### src/rtl/uart_pkg.sv
// Shared UART definitions: idle/empty read value and the receive-acknowledge
// FSM state encoding.
package uart_pkg;

  localparam logic [31:0] UartIdle = 32'hFFFF_FFFF;

  typedef enum logic {
    RECEIVE = 1'b0,
    ACK     = 1'b1
  } uart_ack_state_e;

endpackage

### src/rtl/sync_fifo.sv
// Register-array synchronous FIFO with an explicit occupancy counter.
// A push into a full FIFO is accepted only if a pop happens in the same cycle.
module sync_fifo #(
  parameter int Width         = 8,
  parameter int DepthBitWidth = 4
) (
  input  logic                     clk,
  input  logic                     rst,
  input  logic                     push,
  input  logic [Width-1:0]         push_data,
  input  logic                     pop,
  output logic                     push_accept,
  output logic [Width-1:0]         head,
  output logic [DepthBitWidth:0]   count,
  output logic                     empty,
  output logic                     full
);

  localparam int Depth = 1 << DepthBitWidth;
  localparam logic [DepthBitWidth:0] Capacity = {1'b1, {DepthBitWidth{1'b0}}};

  logic [Width-1:0]         mem [Depth];
  logic [DepthBitWidth-1:0] wr_ptr;
  logic [DepthBitWidth-1:0] rd_ptr;
  logic                     pop_fire;

  assign empty       = (count == '0);
  assign full        = (count == Capacity);
  assign pop_fire    = pop & ~empty;
  assign push_accept = push & (~full | pop_fire);
  assign head        = mem[rd_ptr];

  // NOTE: state registers use non-blocking assignments so every flop samples
  // pre-edge values regardless of block ordering.
  always_ff @(posedge clk) begin
    if (rst) begin
      wr_ptr <= '0;
      rd_ptr <= '0;
      count  <= '0;
    end else begin
      if (push_accept) wr_ptr <= wr_ptr + 1'b1;
      if (pop_fire)    rd_ptr <= rd_ptr + 1'b1;
      case ({push_accept, pop_fire})
        2'b10:   count <= count + 1'b1;
        2'b01:   count <= count - 1'b1;
        default: count <= count;
      endcase
    end
  end

  // NOTE: storage is deliberately left out of reset; occupancy tracking makes
  // stale contents unobservable and keeps the array as plain enabled flops.
  always_ff @(posedge clk) begin
    if (push_accept) mem[wr_ptr] <= push_data;
  end

endmodule

### src/rtl/uart_rx_fifo.sv
// Receive buffer between uartrx and the memory-mapped UART-in register:
// acknowledges each received byte, queues it, and counts bytes lost to overrun.
module uart_rx_fifo
  import uart_pkg::*;
#(
  parameter int DepthBitWidth        = 4,
  parameter int OverrunCountBitWidth = 8
) (
  input  logic                            clk,
  input  logic                            rst,
  input  logic [7:0]                      rx_data,
  input  logic                            rx_data_ready,
  output logic                            rx_go,
  input  logic                            read,
  output logic [31:0]                     data_out,
  output logic [DepthBitWidth:0]          count,
  output logic                            empty,
  output logic                            full,
  output logic                            overflow,
  output logic [OverrunCountBitWidth-1:0] overrun_count,
  input  logic                            clear_overflow
);

  uart_ack_state_e state_q, state_d;
  logic            taken_q;
  logic            push_req;
  logic            push_accept;
  logic            drop;
  logic [7:0]      head;

  // NOTE: every signal driven here gets a default first so no path can leave
  // it unassigned and infer a latch.
  always_comb begin
    state_d  = state_q;
    rx_go    = 1'b1;
    push_req = 1'b0;
    case (state_q)
      RECEIVE: begin
        if (rx_data_ready && !taken_q) begin
          push_req = 1'b1;
          state_d  = ACK;
        end
      end
      ACK: begin
        rx_go   = 1'b0;
        state_d = RECEIVE;
      end
      default: state_d = RECEIVE;
    endcase
  end

  // taken_q stops a ready level held past the ACK cycle from being re-captured.
  always_ff @(posedge clk) begin
    if (rst) begin
      state_q <= RECEIVE;
      taken_q <= 1'b0;
    end else begin
      state_q <= state_d;
      if (push_req)            taken_q <= 1'b1;
      else if (!rx_data_ready) taken_q <= 1'b0;
    end
  end

  sync_fifo #(
    .Width         (8),
    .DepthBitWidth (DepthBitWidth)
  ) u_fifo (
    .clk         (clk),
    .rst         (rst),
    .push        (push_req),
    .push_data   (rx_data),
    .pop         (read),
    .push_accept (push_accept),
    .head        (head),
    .count       (count),
    .empty       (empty),
    .full        (full)
  );

  assign drop     = push_req & ~push_accept;
  assign data_out = empty ? UartIdle : {24'h0, head};

  // A drop in the same cycle as clear_overflow restarts the tally at one.
  always_ff @(posedge clk) begin
    if (rst) begin
      overflow      <= 1'b0;
      overrun_count <= '0;
    end else if (drop) begin
      overflow <= 1'b1;
      if (clear_overflow)      overrun_count <= OverrunCountBitWidth'(1);
      else if (!(&overrun_count)) overrun_count <= overrun_count + 1'b1;
    end else if (clear_overflow) begin
      overflow      <= 1'b0;
      overrun_count <= '0;
    end
  end

endmodule

### config.mk
export PLATFORM = sky130hd
export DESIGN_NAME = uart_rx_fifo
export DESIGN_NICKNAME = d
export VERILOG_FILES = /design/src/rtl/uart_pkg.sv /design/src/rtl/sync_fifo.sv /design/src/rtl/uart_rx_fifo.sv
export SDC_FILE = /design/constraint.sdc
export NUM_CORES = 1
export LEC_CHECK = 0
export ABC_AREA = 1
export CORE_MARGIN = 2
export CORE_UTILIZATION = 39
export DETAILED_ROUTE_END_ITERATION = 8
export HOLD_SLACK_MARGIN = 0.03
export PLACE_DENSITY = 0.69
export SLEW_MARGIN = 10
export SYNTH_ARGS = -nofsm -noshare
export SYNTH_HDL_FRONTEND = slang
export SYNTH_HIERARCHICAL = 1
export SYNTH_SLANG_ARGS = --single-unit
### constraint.sdc
create_clock -name clk -period 3.01 [get_ports clk]
set_input_delay 0.4515 -clock clk [delete_from_list [all_inputs] [get_ports clk]]
set_output_delay 0.4515 -clock clk [all_outputs]
set_load 0.01 [all_outputs]
==> metrics.md <==
| Metric | Value |
|---|---|
| Status | finished clean |
| Routed Antenna Nets | 0 |
| Commonest non-fill, non-tap cell in the layout | edfxtp_1 |
| Crit-path max cell delay | 0.53 ns |
| Place WS | between 0.4 and 0.5 ns |
| Post-route design area | 8377 um2 |
| I/O pin count | 62 |
| Post-synthesis sequential area ratio | a little over three fifths |
| CP Max Fanout | 17 |
| Antenna diodes | 0 |
| Die height | 137.8 um |
| Hold crit path type | register to register |
| I/O Buffers | 61 |
| Max IR drop VDD | 0.0006770 V |
| DRT Pass-1 Iters | 5 |
| Initial Util | 40.06% |
| Gr ovfl total | 0 |
| Lkg Pwr | 3.147 nW |
| Final period utilization | 94.41% |
| CTS tree | yes |
| Largest net degree at the start of global routing | 65 |
| Switching share of total power | between 30% and 40% |
| #FFs+latches synth | 156 |
| Max clock buf depth | 2 |
| Width of the die | 137.8 um |
| Tot Pwr | 7.159 mW |
| Final net count | 733 |
| PwrDens | 854.6 nW/um2 |
| Clock Power Share | between 20 and 30% |
| Row Count | 48 |
| Min-delay src | overflow |
| CP endpoint kind | output pin |
| Worst path required time | 2.56 ns |
| Syn Nets | around 680 |
| Startpoint types | register |
| DR vias | 4,716 |
| Die footprint | 18,980 um2 |
| Int Pwr | 4.796 mW |
| Antenna violations before repair | 0 |
| DRC Markers | 0 |
| Max cap viols | 0 |
| RR Startpoint | u_fifo/count[0] |
| Final setup TNS | 0 ns |
| DR vias/cell | 4.975 |
| Pins Over Slew Limit | 0 |
| CORE AREA | 17,420 um2 |
| Worst EP arrival | 2.39 ns |
| Post-DP HPWL | 9148 um |
| GPL Wtd Cong | roughly 0.86 |
| Root Driver | clkbuf_16 |
| Setup CP Type | register to output pin |
| Number of CTS-inserted buffers | 17 |
| CTS clk-pin slew, worst paths | 0.07 ns |
| Least-Margin Pin Slew | ~0.65 ns |
| First-pass GRT wire length | 23,420 um |
| Most frequent cells in the layout | edfxtp_1, inv_1, nand2_1 |
| Crit path time final | 2.842 ns |
| Post-CTS sizing | 0 |
| Max Clock Skew | 0.01476 ns |
| Cts hold-fix bufs | 0 |
| Cell area after placement | approximately 7800 um2 |
| Avg Inst Size Synth | between 10 and 15 um2 |
| Gate Count Post-Synth | approximately 660 |
| CP Cell Sequence | buf_6 -> a21oi_1 -> o21ai_0 -> nand3_1 -> nand3_1 -> nand2_1 -> or2_1 -> clkdlybuf4s50_1 |
| Worst relative slew slack | a little under three fifths |
| Max stage delay cell, worst path | dfxtp_4 |
| Area grow syn2layout | 20.05% |
| Reg-to-Reg End | u_fifo/count[3] |
| Mapped cell area | 6978 um2 |
| Wire per inst | 15.33 um |
| Setup-failing EPs final | 0 |
| Initial drt markers | 397 |
| Filler cells | between 1,500 and 2,000 |
| Unrepaired setup endpoints after global routing | no |
| Hold path cells | 2 |
| Synth cell types | 34 |
| Layout cells sized above 1 | 11.62% |
| Flop pwr share | between 30% and 40% |
| Later-pin clock latency in the skew report | 0.43 ns |
| Htree depth | 4 |
| Comb power frac | 36.0% |
| R2R Setup Slk | 1.03 ns |
| Final wirelength | between 10,000 and 15,000 um |
| Clock sink count | roughly 160 |
| Syn. warnings | 6 |
| Achievable frequency | 351.9 MHz |
| Most used cell, CP | nand3_1 |
| Vias in the first global route | 4,550 |
| Reg2Reg Depth | 12 |
| Worst setup margin | 0.1682 ns |
| Hold Path End | overflow |
| GRT Util Overall | between 10% and 20% |
| Hold_ws | roughly 0.5 ns |
| Hold Vio Cnt, Final | 0 |
| Switching Power | approximately 2.4 mW |
==> worst max-delay path, delay by kind of cell, from the launching register on <==
family | cells | cell delay [ns]
AND/OR/NAND/NOR | 4 | 0.56
buffers and inverters | 2 | 0.71
AO/OA/AOI/OAI | 2 | 0.16
flip-flops | 1 | 0.53
==> power by group through the flow <==
| stage | logic (mW) | registers, mW | clock network [mW] |
|---|---|---|---|
| floorplan | 1.79 | 2.54 | 0 |
| finish | 2.57 | 2.53 | 2.05 |
| CTS | 2.56 | 2.55 | 2.08 |
| global route | 2.87 | 2.55 | 2.18 |
| detailed placement | 2.48 | 2.62 | 0 |
| global placement | 2.44 | 2.62 | 0 |
==> cell usage after synthesis <==
cell	number	share of area [%]
nand4_1	3	0.27
o21ai_4	1	0.23
inv_4	1	0.090
nand3_1	65	4.7
nand2_1	73	3.9
edfxtp_1	128	55
nand3_4	1	0.25
inv_2	5	0.27
nand3_2	1	0.14
xor2_1	2	0.25
o21ai_0	40	2.9
o21bai_1	1	0.11
nand3b_1	1	0.11
nor2_2	3	0.27
clkinv_2	1	0.072
nor3_2	2	0.29
o211ai_1	32	3.4
nand2_2	5	0.45
nor2_4	1	0.16
a21oi_2	1	0.13
buf_4	25	2.7
nand2_4	3	0.48
inv_1	91	4.9
fa_1	1	0.29
or2_1	8	0.72
dfxtp_1	28	8.0
nor2_1	49	2.6
o21ai_1	1	0.072
a21oi_1	47	3.4
ha_1	9	1.6
buf_6	3	0.48
xnor2_1	1	0.13
buf_2	16	1.1
clkbuf_1	7	0.38
==> per-stage QoR <==
| step | std cells | utilization, % |
|---|---|---|
| final | 948 | 48.10 |
| after global routing | 948 | 48.10 |
| after CTS | 947 | 48.03 |
| after detailed placement | 914 | 44.54 |
| after global placement | 914 | 44.54 |
| after floorplan | 656 | - |
==> how the worst max path moves through the flow <==
stage	from	endpoint	cells after the start
2_1_floorplan	u_fifo/count[3]	data_out[0]	4
3_3_place_gp	register	data_out[3]	8
3_5_place_dp	register	data_out[3]	8
4_1_cts	register	data_out[3]	8
5_1_grt	register	data_out[1]	8
6_report	register	data_out[6]	8
==> area by class of cell <==
cell class                      instances  area [um2]  area share (%)
Clock buffer                           17       425.4           5.078
Clock inverter                         15       155.1           1.852
Inverter                               98       371.6           4.436
Multi-Input combinational cell        351        1874           22.37
Sequential cell                       156        4409           52.64
Tap cell                              225       281.5           3.361
Timing Repair Buffer                   86       859.6           10.26
==> flip-flops by register name (all words and copies together), names as in the netlist, named ones only <==
register       cells
u_fifo/mem       128
taken_q            1
overrun_count      8
u_fifo/rd_ptr      4
u_fifo/wr_ptr      4
state_q            1
overflow           1
u_fifo/count       5
==> logic make-up (layout without fill, tap and decap cells) <==
kind of cell / Yosys count / after routing / share of synthesized area, %
AND/OR/NAND/NOR: 215 / 215 / 14.36
flip-flops: 156 / 156 / 63.12
buffers and inverters: 149 / 216 / 10.02
AO/OA/AOI/OAI: 123 / 123 / 10.22
adder cells (fa/ha/maj): 10 / 10 / 1.901
XOR/XNOR: 3 / 3 / 0.3766
==> timing repair <==
action / CTS / global route
endpoints found under the hold margin: 0 / 0
endpoints found under the setup margin: 5 / 6
buffers inserted: 1 / 1
==> layer usage <==
layer  share of wire (%)  vias up  global-route usage (%)
met1                  46     2213                   22.25
met3                 6.3       19                   4.010
li1                    -     2318                       -
met4                 1.7        0                   5.726
met2                  46      166                   26.37
met5                   0        -                       0
Power figures use the tool's default switching activity.
